$ cat config.mk
export PLATFORM = sky130hd
export DESIGN_NAME = tcp_rx_seg_proc
export DESIGN_NICKNAME = d
export VERILOG_FILES = /design/src/rtl/tcp_rx_seg_proc.sv
export SDC_FILE = /design/constraint.sdc
export NUM_CORES = 1
export LEC_CHECK = 0
export ABC_AREA = 1
export CAP_MARGIN = 10
export CORE_UTILIZATION = 44
export CTS_CLUSTER_DIAMETER = 200
export DETAILED_ROUTE_END_ITERATION = 7
export HOLD_SLACK_MARGIN = 0.15
export PLACE_DENSITY = 0.86
export SYNTH_ARGS = -nofsm -noshare
export SYNTH_HDL_FRONTEND = slang
export SYNTH_SLANG_ARGS = --single-unit
$ cat constraint.sdc
create_clock -name clk -period 2.7 [get_ports clk]
set_input_delay 0.675 -clock clk [delete_from_list [all_inputs] [get_ports clk]]
set_output_delay 0.675 -clock clk [all_outputs]
set_load 0.03 [all_outputs]
$ cat src/rtl/tcp_rx_seg_proc.sv
// tcp_rx_seg_proc: receive-side per-segment TCP protocol engine.
// Reads RX/TX flow state, advances it, writes back, commits payload, schedules ACK.
module tcp_rx_seg_proc #(
   parameter int FLOWID_W = 8,
   parameter int SEQ_W    = 32,
   parameter int WIN_W    = 16,
   parameter int LEN_W    = 16
) (
   input  logic                       clk,
   input  logic                       rst,
   input  logic                       rx_seg_val,
   input  logic [FLOWID_W-1:0]        rx_seg_flowid,
   input  logic [SEQ_W-1:0]           rx_seg_seq_num,
   input  logic [SEQ_W-1:0]           rx_seg_ack_num,
   input  logic                       rx_seg_ack_flag,
   input  logic [WIN_W-1:0]           rx_seg_window,
   input  logic [LEN_W-1:0]           rx_seg_payload_len,
   output logic                       rx_seg_rdy,
   output logic                       rx_state_rd_req_val,
   output logic [FLOWID_W-1:0]        rx_state_rd_req_addr,
   input  logic                       rx_state_rd_req_rdy,
   input  logic                       rx_state_rd_resp_val,
   input  logic [SEQ_W-1:0]           rx_state_rd_resp_data,
   output logic                       rx_state_rd_resp_rdy,
   output logic                       tx_state_rd_req_val,
   output logic [FLOWID_W-1:0]        tx_state_rd_req_addr,
   input  logic                       tx_state_rd_req_rdy,
   input  logic                       tx_state_rd_resp_val,
   input  logic [2*SEQ_W+WIN_W-1:0]   tx_state_rd_resp_data,
   output logic                       tx_state_rd_resp_rdy,
   output logic                       rx_state_wr_req_val,
   output logic [FLOWID_W-1:0]        rx_state_wr_req_addr,
   output logic [SEQ_W-1:0]           rx_state_wr_req_data,
   input  logic                       rx_state_wr_req_rdy,
   output logic                       tx_state_wr_req_val,
   output logic [FLOWID_W-1:0]        tx_state_wr_req_addr,
   output logic [2*SEQ_W+WIN_W-1:0]   tx_state_wr_req_data,
   input  logic                       tx_state_wr_req_rdy,
   output logic                       rx_commit_val,
   output logic [FLOWID_W-1:0]        rx_commit_flowid,
   output logic [SEQ_W-1:0]           rx_commit_seq,
   output logic [LEN_W-1:0]           rx_commit_len,
   input  logic                       rx_commit_rdy,
   output logic                       sched_cmd_val,
   output logic [FLOWID_W-1:0]        sched_cmd_flowid,
   input  logic                       sched_cmd_rdy
);

   localparam int TXS_W = 2*SEQ_W + WIN_W;

   typedef enum logic [2:0] {
      S_IDLE,
      S_RD_REQ,
      S_RD_RESP,
      S_CALC,
      S_WR,
      S_SCHED
   } state_e;

   state_e state_q, state_d;

   logic [FLOWID_W-1:0] flowid_q, flowid_d;
   logic [SEQ_W-1:0]    seq_q, seq_d;
   logic [SEQ_W-1:0]    ack_q, ack_d;
   logic                ackf_q, ackf_d;
   logic [WIN_W-1:0]    win_q, win_d;
   logic [LEN_W-1:0]    len_q, len_d;
   logic [SEQ_W-1:0]    exp_q, exp_d;
   logic [SEQ_W-1:0]    new_exp_q, new_exp_d;
   logic [SEQ_W-1:0]    acked_q, acked_d;
   logic [SEQ_W-1:0]    nxt_q, nxt_d;
   logic [WIN_W-1:0]    pwin_q, pwin_d;
   logic                in_order_q, in_order_d;
   logic                need_ack_q, need_ack_d;
   // bit0: rx channel, bit1: tx channel, bit2: commit channel
   logic [2:0]          done_q, done_d;

   logic                in_order;
   logic                ack_ok;
   logic [SEQ_W-1:0]    ack_adv;
   logic [SEQ_W-1:0]    ack_room;
   logic [SEQ_W-1:0]    len_ext;

   // sequence comparisons are two's-complement differences so they survive wrap
   assign len_ext  = {{(SEQ_W-LEN_W){1'b0}}, len_q};
   assign in_order = (seq_q == exp_q) && (len_q != '0);
   assign ack_adv  = ack_q - acked_q;
   assign ack_room = nxt_q - ack_q;
   assign ack_ok   = ackf_q
                   && !ack_adv[SEQ_W-1] && (ack_adv != '0)
                   && !ack_room[SEQ_W-1];

   // handshake-facing outputs are gated by reset so nothing leaks before the first edge
   assign rx_seg_rdy           = rst && (state_q == S_IDLE);
   assign rx_state_rd_req_val  = rst && (state_q == S_RD_REQ) && !done_q[0];
   assign tx_state_rd_req_val  = rst && (state_q == S_RD_REQ) && !done_q[1];
   assign rx_state_rd_resp_rdy = rst && (state_q == S_RD_RESP) && !done_q[0];
   assign tx_state_rd_resp_rdy = rst && (state_q == S_RD_RESP) && !done_q[1];
   assign rx_state_wr_req_val  = rst && (state_q == S_WR) && !done_q[0];
   assign tx_state_wr_req_val  = rst && (state_q == S_WR) && !done_q[1];
   assign rx_commit_val        = rst && (state_q == S_WR) && !done_q[2];
   assign sched_cmd_val        = rst && (state_q == S_SCHED);

   assign rx_state_rd_req_addr = flowid_q;
   assign tx_state_rd_req_addr = flowid_q;
   assign rx_state_wr_req_addr = flowid_q;
   assign tx_state_wr_req_addr = flowid_q;
   assign rx_state_wr_req_data = new_exp_q;
   assign tx_state_wr_req_data = {acked_q, nxt_q, pwin_q};
   assign rx_commit_flowid     = flowid_q;
   assign rx_commit_seq        = exp_q;
   assign rx_commit_len        = len_q;
   assign sched_cmd_flowid     = flowid_q;

   // next-state and datapath updates for the segment sequencer
   always_comb begin
      state_d    = state_q;
      flowid_d   = flowid_q;
      seq_d      = seq_q;
      ack_d      = ack_q;
      ackf_d     = ackf_q;
      win_d      = win_q;
      len_d      = len_q;
      exp_d      = exp_q;
      new_exp_d  = new_exp_q;
      acked_d    = acked_q;
      nxt_d      = nxt_q;
      pwin_d     = pwin_q;
      in_order_d = in_order_q;
      need_ack_d = need_ack_q;
      done_d     = done_q;
      unique case (state_q)
         S_IDLE: begin
            if (rx_seg_val) begin
               flowid_d = rx_seg_flowid;
               seq_d    = rx_seg_seq_num;
               ack_d    = rx_seg_ack_num;
               ackf_d   = rx_seg_ack_flag;
               win_d    = rx_seg_window;
               len_d    = rx_seg_payload_len;
               done_d   = '0;
               state_d  = S_RD_REQ;
            end
         end
         S_RD_REQ: begin
            if (rx_state_rd_req_val && rx_state_rd_req_rdy) done_d[0] = 1'b1;
            if (tx_state_rd_req_val && tx_state_rd_req_rdy) done_d[1] = 1'b1;
            if (done_d[0] && done_d[1]) begin
               done_d  = '0;
               state_d = S_RD_RESP;
            end
         end
         S_RD_RESP: begin
            if (rx_state_rd_resp_val && rx_state_rd_resp_rdy) begin
               exp_d     = rx_state_rd_resp_data;
               done_d[0] = 1'b1;
            end
            if (tx_state_rd_resp_val && tx_state_rd_resp_rdy) begin
               acked_d   = tx_state_rd_resp_data[TXS_W-1 -: SEQ_W];
               nxt_d     = tx_state_rd_resp_data[WIN_W +: SEQ_W];
               pwin_d    = tx_state_rd_resp_data[WIN_W-1:0];
               done_d[1] = 1'b1;
            end
            if (done_d[0] && done_d[1]) begin
               done_d  = '0;
               state_d = S_CALC;
            end
         end
         S_CALC: begin
            new_exp_d  = in_order ? exp_q + len_ext : exp_q;
            if (ack_ok) begin
               acked_d = ack_q;
               pwin_d  = win_q;
            end
            in_order_d = in_order;
            need_ack_d = (len_q != '0);
            done_d     = {~in_order, 2'b00};
            state_d    = S_WR;
         end
         S_WR: begin
            if (rx_state_wr_req_val && rx_state_wr_req_rdy) done_d[0] = 1'b1;
            if (tx_state_wr_req_val && tx_state_wr_req_rdy) done_d[1] = 1'b1;
            if (rx_commit_val && rx_commit_rdy) done_d[2] = 1'b1;
            if (&done_d) begin
               done_d  = '0;
               state_d = need_ack_q ? S_SCHED : S_IDLE;
            end
         end
         S_SCHED: begin
            if (sched_cmd_rdy) state_d = S_IDLE;
         end
         default: state_d = S_IDLE;
      endcase
   end

   // state and datapath registers with synchronous active-low reset
   always_ff @(posedge clk) begin
      if (!rst) begin
         state_q    <= S_IDLE;
         flowid_q   <= '0;
         seq_q      <= '0;
         ack_q      <= '0;
         ackf_q     <= 1'b0;
         win_q      <= '0;
         len_q      <= '0;
         exp_q      <= '0;
         new_exp_q  <= '0;
         acked_q    <= '0;
         nxt_q      <= '0;
         pwin_q     <= '0;
         in_order_q <= 1'b0;
         need_ack_q <= 1'b0;
         done_q     <= '0;
      end else begin
         state_q    <= state_d;
         flowid_q   <= flowid_d;
         seq_q      <= seq_d;
         ack_q      <= ack_d;
         ackf_q     <= ackf_d;
         win_q      <= win_d;
         len_q      <= len_d;
         exp_q      <= exp_d;
         new_exp_q  <= new_exp_d;
         acked_q    <= acked_d;
         nxt_q      <= nxt_d;
         pwin_q     <= pwin_d;
         in_order_q <= in_order_d;
         need_ack_q <= need_ack_d;
         done_q     <= done_d;
      end
   end

endmodule

[Word-level counts from Yosys, hierarchy flattened]
Index checks and enable logic that the tools add are counted.
Operators by class
  $add $sub $neg: 3
  multipliers: 0
  divide/modulo/power cells: 0
  magnitude comparators: 0
  eq/ne operators: 13
  shift operators: 0
  muxes and demuxes: 33
  bitwise logic cells: 1
  reductions and logical operators: 43
Operators with widths (count)
  2-to-1 mux 32 bit: 3
  one-hot mux 32 bit (2 select lines): 1
  subtractor 32 bit: 2
  adder 32 x 16 -> 32 bit: 1
  == test 32 bit: 1
  2-to-1 mux 16 bit: 2
  one-hot mux 16 bit (2 select lines): 1
  nonzero test 32 bit: 1
  2-to-1 mux 3 bit: 10
  logical AND 1 bit: 25
  one-hot mux 3 bit (6 select lines): 1
  nonzero test 16 bit: 1
  one-hot mux 3 bit (5 select lines): 1
  2-to-1 mux 1 bit: 14
  inequality test 2 x 1 -> 1 bit (second input constant): 4
  AND reduction 2 bit: 4
  == test 3 x 2 -> 1 bit (second input constant): 2
  == test 3 bit (second input constant): 2
  inequality test 2 bit (second input constant): 3
  AND reduction 3 bit: 2
  logical NOT 1 bit: 5
  AND reduction 5 bit: 1
  nonzero test 5 bit: 1
  AND reduction 4 bit: 1
  other kinds (4): 4
Storage, ports and cells
  register bits after elaboration: 256
  latch bits: 0
  RAM bits: 0
  bits in read-only memories: 0
  bits of input ports: 228
  output and inout port bits: 217
  logic and storage cells: 108
  memories kept: 0

[Longest topological paths before layout]
Gate-level depths: netlist of the first run.
  word-level depth: 9
  gate-level depth with buffers: 23
  gate-level depth less buffers: 22

[Worst setup path after synthesis of the first run]
OpenSTA, ideal clock, no wires.
  kind: reg-to-reg
  start: reg exp_q[0] (netlist: rx_commit_seq[0])
  end: reg new_exp_q[22] (netlist: rx_state_wr_req_data[22])
  setup time: 116 ps
  arrival: 2579 ps
  path slack: 4 ps
  stages on the path, launching flop included: 16
  buffers on the path: 0
  clock period less this slack: 2696 ps
  cell sequence: dfxtp_1 > ha_1 > inv_1 > fa_1 > o21ai_0 > nand2_1 > nand2_1 > a21oi_1 > o21ai_0 > a21oi_1 > nor2_1 > nand2_1 > a21oi_1 > o21ai_0 > o211ai_1 > inv_1
On the way
  longest elaborated chain between the ends: 3
  elaborated cells on any way between the ends: 4
  classes of those cells: 1 x add/sub; 1 x eq/ne; 1 x mux; 1 x reduce/logical
RTL lines
  start: declaration: line 68  | logic [SEQ_W-1:0] exp_q, exp_d;
  start signal: assignment: line 222  | exp_q <= exp_d;
  parallel branches: the longest is 2 deep, another holds adder 32 x 16 -> 32 bit
  2-to-1 mux 32 bit *: line 170  | new_exp_d = in_order ? exp_q + len_ext : exp_q;
  end signal: assignment: line 223  | new_exp_q <= new_exp_d;
  end: declaration: line 69  | logic [SEQ_W-1:0] new_exp_q, new_exp_d;
Mark *: on every way between the ends.
A chain may end at the register's enable or synchronous reset.

[Worst setup path after layout of the first run]
  start: reg ack_q[0]
  end: reg acked_q[21]
On the way
  longest elaborated chain between the ends: 7
  elaborated cells on any way between the ends: 10
  classes of those cells: 2 x add/sub; 1 x eq/ne; 7 x reduce/logical
RTL lines
  start: declaration: line 64  | logic [SEQ_W-1:0] ack_q, ack_d;
  start signal: assignment: line 218  | ack_q <= ack_d;
  parallel branches: the longest is 4 deep, another holds subtractor 32 bit
  logical AND 1 bit *: line 91  | && !ack_room[SEQ_W-1];
  inequality test 2 bit (no source line) *
  AND reduction 3 bit (no source line) *
  end signal: assignment: line 224  | acked_q <= acked_d;
  end: declaration: line 70  | logic [SEQ_W-1:0] acked_q, acked_d;
Marked as above.

==> results.json, run 1 <==
{
  "outcome": "complete, but fails checks",
  "violations": "negative setup slack",
  "clock.fmax_mhz": 340,
  "hold_violations": 0,
  "die-area_sq_mm": 0.0359,
  "cp-endpoint": "acked_q[21]$_SDFFE_PN0P_",
  "place_congestion": 0.993,
  "cts_buffer_depth": 3,
  "cts_sinks": 256,
  "finalSetupViolCount": 48,
  "cellPowerDensity_mw_per_mm2": 878,
  "grt_max_degree": 90,
  "grt_pass1_wl_mm": 95.5,
  "reg2reg_to": "acked_q[21]$_SDFFE_PN0P_",
  "r2r-start": "ack_q[0]$_SDFFE_PN0P_",
  "synthToLayoutAreaGrowth_pct": 47.4,
  "hold_class": "primary input to flop",
  "period_share_pct": 109,
  "ys_ff_latch": 256,
  "cts-root-buf": "clkbuf_16",
  "maxCapViolations": 0,
  "core_area_sq_mm": 0.0345,
  "synth_commonest_cells": "nand2_1 (490), nor2_1 (266), inv_1 (258), dfxtp_1 (256), o21ai_0 (216)",
  "worst_ir_drop_vdd_uv": 576,
  "syn-cell-area_sq_mm": 0.0155,
  "synthArstFlopShare_pct": 0,
  "ys_seq_area_share_pct": 33.1,
  "clock_skew_ns": 0.0134,
  "htreeDepth": 1,
  "path_cells": "inv_2 -> ha_4 -> fa_2 -> nand2_2 -> a21oi_2 -> nand3_1 -> nor2_1 -> nand2_1 -> nor2_1 -> nand3_1 -> nor2_1 -> nand3_1 -> nor2_1 -> nand4_1 -> nand2_4 -> buf_12 -> buf_12 -> nand3_1 -> nand2_1 -> nor2_2",
  "rrSetupSlack_ns": -0.24,
  "vias": 18200,
  "drc_errors": 0,
  "overflow": 0,
  "clk_latency_ns": 0.57,
  "numCtsBuffers": 29,
  "die_h_um": 190,
  "dpl.hpwl_mm": 46.1,
  "worst_ep_required_time_ns": 3.16,
  "antenna_found_initial": 2,
  "drt_iter0_markers": 1539,
  "synth.net_count": 2643,
  "cp.depth": 20,
  "rr_worst_depth": 20,
  "start_util_pct": 44.8,
  "synth.distinct_cells": 45,
  "vias_per_cell": 5.49,
  "worstSetupEndpointType": "flop",
  "synthFlopType": "dfxtp_1",
  "holdWs_ns": 0.388,
  "setup_ws_ns": -0.243,
  "p_leak_nw": 10.2,
  "num_rows": 68,
  "io_pins": 445,
  "fin_nets": 3153,
  "crit_path_start_kind": "flop",
  "routed_wirelength_mm": 62.3,
  "antenna_left": 0,
  "synth.top_cell.area_share_pct": 33.1,
  "firstDrtPassIters": 6,
  "layout-drive-gt1-share_pct": 14.1,
  "clk_pin_slew_ns": 0.06,
  "grt.total_usage_pct": 33.3,
  "yosysWarnings": 0,
  "crit_path_max_fanout": 19,
  "syn_inst": 2336,
  "die_w_um": 190,
  "slew_headroom_pct": 40.8,
  "crit_type": "flop to flop",
  "wl_per_cell_um": 18.7,
  "rsz0062_at_grt": "yes",
  "critPathLaunch": "ack_q[0]$_SDFFE_PN0P_",
  "synth_largest_area_cell": "dfxtp_1",
  "holdBufCountCts": 0,
  "worst_pin_slew_ns": 0.887,
  "critPathTopFamily": "simple AND/OR/NAND/NOR gates",
  "yosys.cell_count.top_type": "nand2_1",
  "cp_slowest_cell": "fa_2",
  "cp_data_arrival_time_ns": 3.40,
  "synth_edf_count": 0,
  "numPortBuffers": 444,
  "synthTopCellsByArea": "dfxtp_1 (33%), nand2_1 (12%), o21ai_0 (7.0%)",
  "cp_num_buf_inv": 3,
  "grt_pass1_vias": 17700,
  "avgSynthCellArea_sq_um": 6.63,
  "slew_viol_final": 0,
  "final_util_pct": 66.1,
  "cts_tree": "done",
  "critical-path-max-stage-delay_ns": 0.55,
  "final.min_clock_period_ns": 2.94
}
==> worst register-to-register path: stages (launching register included) <==
cell	delay [ns]
dfxtp_2	0.32
inv_2	0.05
ha_4	0.16
fa_2	0.55
nand2_2	0.05
a21oi_2	0.09
nand3_1	0.08
nor2_1	0.11
nand2_1	0.06
nor2_1	0.12
nand3_1	0.10
nor2_1	0.13
nand3_1	0.09
nor2_1	0.11
nand4_1	0.15
nand2_4	0.13
buf_12	0.13
buf_12	0.16
nand3_1	0.10
nand2_1	0.09
nor2_2	0.06
==> power breakdown <==
part	switching [W]	internal (W)	total (W)	leakage (nW)
Sequential	0.000553	0.00439	0.00495	2.09
Combinational	0.00653	0.00432	0.0108	7.59
Clock	0.00174	0.00251	0.00425	0.499
Total	0.00881	0.0112	0.0200	10.2
==> flip-flops by register name, summed over array words and instances (netlist names) <==
signal and flops:
ack_q 32, acked_q 32, nxt_q 32, rx_commit_seq 32, rx_state_wr_req_data 32, seq_q 32
pwin_q 16, rx_commit_len 16, win_q 16, rx_commit_flowid 8, done_q 3, state_q 3
ackf_q 1, need_ack_q 1
==> per-stage QoR <==
step | worst slack, ns | power [W] | area, sq um | setup TNS [ns] | cells
2_1_floorplan | 0.00419 | 0.0113 | 15500 | 0 | 2336
3_3_place_gp | -0.280 | 0.0151 | 21000 | -11.70 | 3253
3_5_place_dp | -0.326 | 0.0152 | 21000 | -13.23 | 3253
4_1_cts | -0.218 | 0.0197 | 22600 | -7.86 | 3321
5_1_grt | -0.463 | 0.0213 | 22800 | -20.04 | 3324
6_report | -0.243 | 0.0200 | 22800 | -9.25 | 3324
==> cell usage in the layout, fill, tap and decap left out, types with 15 or more instances in the layout <==
cell,n
clkbuf_16,31
o21ai_0,212
dfxtp_1,246
a21oi_2,52
inv_2,19
nand4_1,31
nor3_1,22
clkdlybuf4s50_1,433
inv_1,255
buf_4,169
nand2_1,479
xnor2_1,38
ha_4,15
nand3_1,154
nor2_1,253
a21oi_1,199
nand3_2,18
ha_1,60
==> routing by layer <==
| layer | wire, um | share of wire (%) | vias up | GRT usage (%) |
|---|---|---|---|---|
| met5 | 0 | 0 | - | 0 |
| met4 | 2520 | 4.0 | 0 | 12.7 |
| met3 | 5440 | 8.7 | 172 | 5.61 |
| met2 | 29800 | 48 | 927 | 57.2 |
| met1 | 24600 | 39 | 8522 | 41.5 |
| li1 | - | - | 8612 | - |
==> area by class of cell <==
cell class                      count  area, sq um
Antenna cell                        1         2.50
Clock buffer                       40          817
Clock inverter                     13          191
Fill cell                        2914        11700
Inverter                          276         1040
Multi-Input combinational cell   1655         8940
Sequential cell                   256         5140
Tap cell                          455          569
Timing Repair Buffer              628         6120
==> cell families after synthesis <==
kind of cell	count (synthesis)	share of synthesized area, %
buffers and inverters	425	11.9
adders and majority gates	79	6.48
AOI/OAI and AO/OA	507	18.1
xor gates and xnor gates	47	2.66
DFF	256	33.1
and+or+nand+nor	1022	27.7
==> repair_timing <==
item	in CTS	in global routing
buffers inserted	8	2
gates resized for setup	59	51
endpoints found under the setup margin	55	75
pin swaps	12	24
gates cloned	7	2
==> worst min-delay path by stage <==
| stage | startpoint | endpoint | cells after the start |
|---|---|---|---|
| floorplan | win_q[10]$_SDFFE_PN0P_ | win_q[10]$_SDFFE_PN0P_ | 2 |
| global placement | win_q[11]$_SDFFE_PN0P_ | win_q[11]$_SDFFE_PN0P_ | 2 |
| detailed placement | win_q[11]$_SDFFE_PN0P_ | win_q[11]$_SDFFE_PN0P_ | 2 |
| CTS | rst | done_q[1]$_SDFFE_PN0P_ | 3 |
| global route | rst | done_q[1]$_SDFFE_PN0P_ | 3 |
| finish | rst | done_q[1]$_SDFFE_PN0P_ | 3 |
(Power assumes the default switching activity.)
==> run 2: changes to the inputs <==
--- a/config.mk
+++ b/config.mk
@@ -12,6 +12,7 @@
 export DETAILED_ROUTE_END_ITERATION = 7
 export HOLD_SLACK_MARGIN = 0.15
 export PLACE_DENSITY = 0.86
+export REMOVE_ABC_BUFFERS = 1
 export SYNTH_ARGS = -nofsm -noshare
 export SYNTH_HDL_FRONTEND = slang
 export SYNTH_SLANG_ARGS = --single-unit
==> run 2 against run 1 <==
  * The flow still finishes with violations (negative setup slack)
  * Critical endpoint is now pwin_q[15]$_SDFFE_PN0P_
  * Global-route usage down 2.8 points
  * Clock-buffer cell count down 2
  * Largest power group unchanged
  * Final cell count down 0.27%
  * First-iteration DRC count down 29%
  * Routed wire length down 6.7%
  * Critical path depth down 1
  * Worst hold slack better by 0.016 ns
  * Sequential share of layout area up 0.11 points
  * Via count down 3.0%
  * Flip-flop and latch count unchanged
  * Highest routed layer is now met5
==> results.json, run 2 (synthesis results as in run 1) <==
{
  "outcome": "complete, but fails checks",
  "violations": "negative setup slack",
  "synthToLayoutAreaGrowth_pct": 46.4,
  "place_congestion": 0.959,
  "fin_tns_setup_ns": -13.66,
  "worst_ep_required_time_ns": 3.15,
  "post-place-cells": 3246,
  "wl_per_cell_um": 17.5,
  "slew_headroom_pct": 45.1,
  "overflow": 0,
  "worstSetupEndpointType": "flop",
  "grt.total_usage_pct": 30.5,
  "regArea_sq_mm": 0.00513,
  "rsz0062_at_grt": "yes",
  "hold_class": "primary input to flop",
  "cts_sinks": 256,
  "htreeDepth": 1,
  "worst_ir_drop_vdd_uv": 634,
  "layout.cells.non_filler": 3315,
  "fillers": 2904,
  "grt_pass1_wl_mm": 88.6,
  "layout-drive-gt1-share_pct": 13.3,
  "core_area_sq_mm": 0.0345,
  "cts_tree": "done",
  "cts-root-buf": "clkbuf_16",
  "routed_wirelength_mm": 58.1,
  "dpl.hpwl_mm": 41.8,
  "period_share_pct": 113,
  "finalSetupViolCount": 48,
  "most-common-layout-cells": "nand2_1 (480), clkdlybuf4s50_1 (433), inv_1 (255)",
  "hold_violations": 0,
  "maxCapViolations": 0,
  "post-place-ws_ns": -0.415,
  "numPortBuffers": 444,
  "worst_pin_slew_ns": 0.823,
  "die-area_sq_mm": 0.0359,
  "clk_pin_slew_ns": 0.06,
  "num_rows": 68,
  "io_pins": 445,
  "p_leak_nw": 10.0,
  "clk_latency_ns": 0.56,
  "cp_data_arrival_time_ns": 3.50,
  "holdWs_ns": 0.404,
  "vias_per_cell": 5.34,
  "die_h_um": 190,
  "clock_skew_ns": 0.00891,
  "firstDrtPassIters": 5,
  "cellPowerDensity_mw_per_mm2": 868,
  "fin_nets": 3145,
  "crit_path_max_fanout": 6,
  "clock.fmax_mhz": 328,
  "drc_errors": 0,
  "start_util_pct": 44.8,
  "cts_buffer_depth": 3,
  "multi_input_area_sq_mm": 0.00888,
  "crit_type": "flop to flop",
  "layout_commonest_cell": "nand2_1",
  "final.min_clock_period_ns": 3.05,
  "antenna_found_initial": 3,
  "numCtsBuffers": 28,
  "antenna_left": 0,
  "slew_viol_final": 0,
  "grt_pass1_vias": 17400,
  "vias": 17700,
  "die_w_um": 190,
  "setup_ws_ns": -0.349,
  "grt_max_degree": 152,
  "crit_path_start_kind": "flop",
  "drt_iter0_markers": 1095
}
## run 2: changes by cell type in the layout (fill, tap and decap cells not counted), sizes merged
cell	delta
buf	-7
bufinv	-1
dlygate4sd2	-2
clkinv	+2
clkinvlp	+2
inv	-3
## run 2: area by class of cell
cell class                      instances  area share [%]
Multi-Input combinational cell       1655            39.2
Timing Repair Buffer                  621            26.9
Sequential cell                       256            22.6
Inverter                              276            4.58
Clock buffer                           38            3.48
Tap cell                              455            2.51
Clock inverter                         13           0.690
Antenna cell                            1          0.0110
## run 2: power by group
group	internal, W	switching [W]
clock	0.00233	0.00165
combinational	0.00432	0.00644
sequential	0.00439	0.000528
total	0.0110	0.00862
## run 2: metrics by stage
stage	total power [W]	util, %	area (sq um)
global placement	0.0150	60.7	21000
global route	0.0210	65.6	22700
finish	0.0197	65.6	22700
floorplan	0.0111	-	14700
CTS	0.0194	65.0	22400
detailed placement	0.0151	60.7	21000
## run 2: timing repair
item                       in CTS  in global routing
pin swaps                      22                 32
hold buffers                    0                  0
gates cloned                    7                  4
setup endpoints to repair      58                 71
setup buffers                   9                  0
resized for setup              43                 45
## run 2: metal layers
metal,vias to the layer above,GRT usage (%),share of wire (%)
met1,8144,34.1,38
met3,178,5.39,7.0
met2,770,56.0,50
li1,8599,-,-
met5,-,0,0.045
met4,4,14.2,5.0
## run 2: path summary, 6_finish.rpt
check | start | endpoint | slack (ns) | cells after the start
max | acked_q[0]$_SDFFE_PN0P_ | pwin_q[15]$_SDFFE_PN0P_ | -0.35 | 19
min | rst | done_q[1]$_SDFFE_PN0P_ | 0.40 | 3
max reg2reg | acked_q[0]$_SDFFE_PN0P_ | pwin_q[15]$_SDFFE_PN0P_ | -0.35 | 19
min reg2reg | win_q[14]$_SDFFE_PN0P_ | win_q[14]$_SDFFE_PN0P_ | 0.46 | 2
## run 2: critical path, stage by stage (launching register included)
cell	delay (ns)
dfxtp_1	0.34
ha_4	0.18
fa_2	0.52
nand2_2	0.05
a21oi_2	0.09
nand3_1	0.08
nor2_1	0.12
nand2_1	0.08
nor2_2	0.16
nand3_2	0.10
nor2_2	0.12
nand3_1	0.10
nor2_2	0.11
nand4_1	0.17
nand2_4	0.15
buf_12	0.15
buf_12	0.12
nand3_1	0.11
nand2_1	0.13
nor2_1	0.06
==> run 3: changes to the inputs <==
--- a/config.mk
+++ b/config.mk
@@ -5,13 +5,13 @@
 export SDC_FILE = /design/constraint.sdc
 export NUM_CORES = 1
 export LEC_CHECK = 0
-export ABC_AREA = 1
+export ABC_CLOCK_PERIOD_IN_PS = 2700
 export CAP_MARGIN = 10
-export CORE_UTILIZATION = 44
+export CORE_UTILIZATION = 30
 export CTS_CLUSTER_DIAMETER = 200
 export DETAILED_ROUTE_END_ITERATION = 7
 export HOLD_SLACK_MARGIN = 0.15
-export PLACE_DENSITY = 0.86
+export PLACE_DENSITY = 0.65
 export REMOVE_ABC_BUFFERS = 1
 export SYNTH_ARGS = -nofsm -noshare
 export SYNTH_HDL_FRONTEND = slang
==> run 3 against run 2 <==
  * The flow still finishes with violations (negative setup slack)
  * Global-route usage fell by 9.1 points
  * Clock power rose by 8.8%
  * Synthesized cell count fell by 18%
  * Critical path type unchanged
  * Highest routed layer unchanged
==> results.json, run 3 <==
{
  "outcome": "complete, but fails checks",
  "violations": "negative setup slack",
  "clk_pin_slew_ns": 0.07,
  "htreeDepth": 1,
  "layout.cells.non_filler": 3216,
  "cp-endpoint": "pwin_q[6]$_SDFFE_PN0P_",
  "cp_slowest_cell": "nor4_2",
  "vias_per_cell": 4.87,
  "drc_errors": 0,
  "dpl.hpwl_mm": 43.0,
  "hold_violations": 0,
  "post-place-cells": 3139,
  "maxCapViolations": 0,
  "cellPowerDensity_mw_per_mm2": 556,
  "grt_pass1_vias": 15700,
  "fillers": 4815,
  "overflow": 0,
  "yosysWarnings": 0,
  "clock_skew_ns": 0.0185,
  "use_met2_pct": 39.2,
  "most-common-layout-cells": "nand2_1 (450), clkdlybuf4s50_1 (434), buf_4 (283)",
  "cts-root-buf": "clkbuf_16",
  "avgSynthCellArea_sq_um": 7.91,
  "crit_type": "flop to flop",
  "critPathLaunch": "acked_q[2]$_SDFFE_PN0P_",
  "crit_path_max_fanout": 5,
  "grt_max_degree": 112,
  "antenna_left": 0,
  "synth_commonest_cells": "nand2_1 (453), dfxtp_1 (256), a21boi_0 (173), clkbuf_1 (108), a21oi_1 (85)",
  "synth_edf_count": 0,
  "ys_ff_latch": 256,
  "final.min_clock_period_ns": 3.69,
  "worst_pin_slew_ns": 0.974,
  "r2r-start": "acked_q[2]$_SDFFE_PN0P_",
  "total_power_w": 0.0131,
  "wl_per_cell_um": 17.8,
  "period_share_pct": 137,
  "cts_tree": "done",
  "grt.total_usage_pct": 21.4,
  "yosys.cell_count.top_type": "nand2_1",
  "synthTopCellsByArea": "dfxtp_1 (34%), nand2_1 (11%), a21boi_0 (8.6%)",
  "drt_iter0_markers": 843,
  "synthToLayoutAreaGrowth_pct": 55.9,
  "start_util_pct": 30.6,
  "ys_seq_area_share_pct": 34.0,
  "critical-path-max-stage-delay_ns": 0.36,
  "cts_buffer_depth": 3,
  "syn_inst": 1907,
  "fin_nets": 2830,
  "crit_path_frequent_cell": "buf_4",
  "layout_commonest_cell": "nand2_1",
  "synthArstFlopShare_pct": 0,
  "synthFlopType": "dfxtp_1",
  "synth.distinct_cells": 74,
  "slew_viol_final": 0,
  "clock.fmax_mhz": 271,
  "die_w_um": 226,
  "use_met1_pct": 25.1,
  "numCtsBuffers": 30,
  "reg2reg_to": "pwin_q[6]$_SDFFE_PN0P_",
  "vias": 15700,
  "regArea_sq_mm": 0.00513,
  "finalSetupViolCount": 52,
  "numPortBuffers": 444,
  "worstSetupEndpointType": "flop",
  "synth.top_cell.area_share_pct": 34.0,
  "core_area_sq_mm": 0.0493,
  "place_congestion": 0.889,
  "num_rows": 81,
  "layout-drive-gt1-share_pct": 17.0,
  "grt_pass1_wl_mm": 86.4,
  "rsz0062_at_grt": "yes",
  "routed_wirelength_mm": 57.2,
  "grt-busiest-layer": "met2",
  "path_cells": "inv_1 -> ha_1 -> buf_4 -> nor2b_2 -> o221ai_2 -> nand2_1 -> mux2_2 -> o31ai_1 -> a21boi_0 -> nor4_2 -> buf_4 -> o2111ai_4 -> o41ai_4 -> buf_4 -> buf_12 -> buf_12 -> mux2i_1",
  "die_h_um": 226,
  "hold_class": "flop to flop",
  "slew_headroom_pct": 35.1,
  "firstDrtPassIters": 5,
  "clk_latency_ns": 0.59,
  "rrSetupSlack_ns": -0.99,
  "io_pins": 445,
  "crit_path_start_kind": "flop",
  "rr_worst_depth": 17,
  "cts_sinks": 256,
  "worst_ep_required_time_ns": 3.21,
  "antenna_found_initial": 5,
  "multi_input_area_sq_mm": 0.00923,
  "die-area_sq_mm": 0.0512,
  "grt_util_met3_pct": 4.15,
  "syn-cell-area_sq_mm": 0.0151,
  "cp_data_arrival_time_ns": 4.20,
  "synth_largest_area_cell": "dfxtp_1",
  "setup_ws_ns": -0.993,
  "p_leak_nw": 9.78,
  "worst_ir_drop_vdd_uv": 418
}
## run 3: changes by cell type in the layout (fill, tap and decap cells not counted), sizes merged, moves of 42 or more
| cell | previous run | this run |
|---|---|---|
| a21boi | 3 | 173 |
| a21oi | 252 | 86 |
| buf | 184 | 308 |
| inv | 275 | 81 |
| mux2i | 0 | 68 |
| nand2 | 495 | 453 |
| nand2b | 0 | 55 |
| nand3 | 172 | 19 |
| nor2 | 267 | 47 |
| o211ai | 9 | 55 |
| o21ai | 216 | 64 |
## run 3: routing by layer
layer  wire, um  vias up
met1      23500     7392
met2      28900      423
met4       1550        2
met3       3310       84
li1           -     7762
met5         13        -
## run 3: kinds of logic after synthesis
kind of cell / Yosys count / synth area share [%]
buf+inv: 241 / 7.36
compound gates: 485 / 22.2
xor+xnor: 75 / 4.35
mux: 70 / 4.66
flops: 256 / 34.0
simple gates: 701 / 20.8
fa+ha+maj: 79 / 6.65
## run 3: final cells by class
cell class	count	area share, %
multi-input combinational	1410	39.2
timing repair buffer	745	29.6
sequential	256	21.8
clock buffer	43	3.65
tap	664	3.53
inverter	80	1.28
clock inverter	13	0.808
antenna	5	0.0532
## run 3: critical path: cells and delay by family (launching register included)
family / cells / cell delay, ns
compound gates: 5 / 0.98
buf+inv: 6 / 0.87
simple gates: 3 / 0.62
mux: 2 / 0.46
fa+ha+maj: 1 / 0.35
flops: 1 / 0.32
## run 3: how the worst min path moves through the flow
stage | start | to | slack (ns) | cells past startpoint
floorplan | win_q[0]$_SDFFE_PN0P_ | win_q[0]$_SDFFE_PN0P_ | 0.44 | 2
global placement | pwin_q[9]$_SDFFE_PN0P_ | pwin_q[9]$_SDFFE_PN0P_ | 0.45 | 2
detailed placement | pwin_q[11]$_SDFFE_PN0P_ | pwin_q[11]$_SDFFE_PN0P_ | 0.46 | 2
CTS | win_q[2]$_SDFFE_PN0P_ | win_q[2]$_SDFFE_PN0P_ | 0.47 | 2
global route | pwin_q[11]$_SDFFE_PN0P_ | pwin_q[11]$_SDFFE_PN0P_ | 0.49 | 2
finish | rx_state_wr_req_data[1]$_SDFFE_PN0P_ | rx_state_wr_req_data[1]$_SDFFE_PN0P_ | 0.46 | 2
## run 3: power by group
part           total [W]  switching [W]  internal, W
clock network    0.00433        0.00173      0.00260
registers        0.00418       0.000182      0.00400
logic            0.00457        0.00241      0.00216
total             0.0131        0.00432      0.00876
## run 3: per-stage QoR
| step | hold WS, ns | setup TNS, ns | area, sq um | setup slack, ns | utilization (%) |
|---|---|---|---|---|---|
| after floorplan | 0.444 | -275.95 | 14300 | -4.17 | - |
| after global placement | 0.447 | -63.75 | 21800 | -1.27 | 44.3 |
| after detailed placement | 0.458 | -66.83 | 21800 | -1.34 | 44.3 |
| after CTS | 0.468 | -48.43 | 23300 | -1.06 | 47.3 |
| after global routing | 0.487 | -54.00 | 23500 | -1.16 | 47.8 |
| final | 0.462 | -44.69 | 23500 | -0.993 | 47.8 |
## run 3: repair_timing
| action | in CTS | in global routing |
|---|---|---|
| endpoints found under the hold margin | 0 | 0 |
| resized for setup | 57 | 39 |
| pin swaps | 22 | 38 |
| setup endpoints to repair | 68 | 74 |
| buffers inserted | 9 | 6 |
| hold buffers | 0 | 0 |
| cloned | 4 | 2 |
==> edit: new RTL, flow settings as in run 3 <==
Encoding of `state_e`: now Gray code (3 bits for 6 states).
--- a/src/rtl/tcp_rx_seg_proc.sv
+++ b/src/rtl/tcp_rx_seg_proc.sv
@@ -50,10 +50,10 @@
 
    typedef enum logic [2:0] {
-      S_IDLE,
-      S_RD_REQ,
-      S_RD_RESP,
-      S_CALC,
-      S_WR,
-      S_SCHED
+      S_IDLE    = 3'b000,
+      S_RD_REQ  = 3'b001,
+      S_RD_RESP = 3'b011,
+      S_CALC    = 3'b010,
+      S_WR      = 3'b110,
+      S_SCHED   = 3'b111
    } state_e;
 
Behaviour: no difference found for any inputs over 4 cycles, from zero or initial values and one cycle with rst low; so few cycles prove little.
==> edit against run 3 <==
- the flow still finishes with violations (negative setup slack)
- synthesized cell count fell by 2.8%
- area after synthesis fell by 3.1%
- worst setup slack improved by 170 ps
- cell area rose by 4.4%
- critical path depth fell by 2
- worst hold slack got worse by 13 ps
- utilization rose by 3.5 points
- wire length rose by 8.2%
- fmax rose by 4.8%
- sequential cell count did not move
- critical endpoint is now acked_q[2]
- largest cell class unchanged
Power is not compared: it rests on default switching activity, and its combinational part moved more than twofold at a synthesized area within 25%.
==> edit: results (changes against run 3) <==
Post-synth top flop dfxtp_1; CTS Root Cell clkbuf_16; YS warnings 0 (unchanged); top post-synthesis cells by area dfxtp_1 35%, nand2_1 10%, a21oi_1 10%, ha_1 6.6%, mux2i_1 4.3%; peak supply drop 0.506 mV; Worst-path clk slew 60 ps; Hold WC Path Type flip-flop to flip-flop; status finished with violations; fin nets 2863 (+1.2%); register area share after synthesis 35.0% (+1.1 points); postcts setup bufs 35 (+26); r2r endpoint acked_q[2]; Setup WS pre-CTS -2110 ps (-776 ps); hold depth 2 (unchanged); iteration count of the initial detailed-routing pass 6 (+1); first-pass GRT wire length 91.5 mm (+5.9%); WL per Instance 19.4 um (+8.8%); Post-CTS Resized 154 (+170%); endpoints failing setup 60 (+15%); fraction of layout cells with a size suffix above 1 25.7% (+8.8 points); Max Buffers Root-to-Sink 3 (unchanged); clk_lat worst skew 570 ps (-20 ps); Synth top cells by count 395 x nand2_1, 293 x a21oi_1, 256 x dfxtp_1; reg2reg path depth 15 (-2); hold path start rx_state_wr_req_data[1]; violated checks negative setup slack; via-per-instance ratio 5.06 (+4.0%); worst-path fanout max 8 (+3); total CTS buffers 31 (+3.3%); largest net degree at the start of global routing 94 (-16%); final setup TNS -39900 ps (+4790 ps); vias in the first global route 16400 (+4.7%); RR Startpoint acked_q[3]; initial antenna violation count 3 (-2); hpwl dp 44.0 mm (+2.5%); # H-tree levels 1 (unchanged); clk_skew 11.9 ps (-6.58 ps); Final Worst Setup Slack -823 ps (+170 ps); Yosys cell types 65 (-12%); Post-synth ARST share 0% (unchanged); GP Congestion 0.914 (+2.8%); Arr. time, crit path 3950 ps (-250 ps); IO Port Bufs 444 (unchanged); Initial DRC Count 950 (+13%); Min-Delay Endpoint rx_state_wr_req_data[1]; GRT Overall Usage 23.5% (+2.1 points); worst slew pin tran 1040 ps (+64.8 ps); Static Leak 10.0 nW
## edit: cell types whose count changed after synthesis, moves of 37 or more
cell and change:
a21oi_1 +208, a311oi_2 +40, o211ai_1 -44, nand2_1 -58, a21boi_0 -173, nand2b_1 -43
nor2_1 +37
## edit: power by group
group | leakage, nW | internal (mW) | switching [mW]
Combinational | 7.43 | 5.09 | 6.02
Clock | 0.513 | 2.55 | 1.77
Sequential | 2.09 | 4.37 | 0.448
## edit: layout make-up
| cell class | instances | area, um2 |
|---|---|---|
| Sequential cell | 256 | 5140 |
| Antenna cell | 3 | 7.51 |
| Clock inverter | 16 | 170 |
| Fill cell | 4471 | 23400 |
| Timing Repair Buffer | 833 | 7880 |
| Clock buffer | 41 | 873 |
| Multi-Input combinational cell | 1355 | 9430 |
| Inverter | 79 | 304 |
| Tap cell | 615 | 769 |
## edit: critical path, cell delays in order, from the launching register on
cell	delay, ps
dfxtp_1	340
inv_1	80
ha_2	220
or2_0	200
o22a_1	210
a211o_1	390
a21oi_1	150
o21ai_1	90
or2_0	200
a221o_1	340
nor4_2	300
nand4_1	190
buf_6	220
clkbuf_16	200
a21oi_2	170
a311oi_2	60
## edit: worst max path at each step
| stage | endpoint | slack (ps) | start | depth (start not counted) |
|---|---|---|---|---|
| floorplan | acked_q[0] | -5630 | rst | 11 |
| global placement | acked_q[12] | -2090 | ack_q[2] | 15 |
| detailed placement | acked_q[14] | -2110 | ack_q[2] | 15 |
| CTS | acked_q[29] | -810 | ack_q[0] | 15 |
| global route | acked_q[16] | -990 | ack_q[0] | 16 |
| finish | acked_q[2] | -820 | acked_q[3] | 15 |
## edit: per-stage QoR
step                      util [%]  area, um2  hold slack, ps  std cells  total power [mW]
final                         51.2      24600             450       3198              20.3
after global routing          51.2      24600             475       3197              21.4
after CTS                     49.8      23900             455       3183              20.0
after detailed placement      45.2      21700             447       3086              15.0
after global placement        45.2      21700             442       3086              15.0
after floorplan                  -      13800             436       1690              10.3
## edit: per-layer routing
layer,up-vias,share of wire [%],GRT usage [%]
li1,7836,-,-
met1,7648,39,26.7
met2,595,50,42.1
met3,118,6.5,4.64
met4,0,4.2,10.9
met5,-,0,0
## edit: kinds of logic (layout without fill, tap and decap cells)
| kind of cell | after synthesis | count (layout) | share of synthesized area, % |
|---|---|---|---|
| other cells | 0 | 3 | 0 |
| compound gates | 528 | 528 | 23.7 |
| flops | 256 | 256 | 35.0 |
| mux | 63 | 63 | 4.31 |
| simple gates | 611 | 611 | 17.9 |
| fa+ha+maj | 79 | 79 | 6.86 |
| xor+xnor | 74 | 74 | 4.43 |
| buf+inv | 242 | 969 | 7.77 |
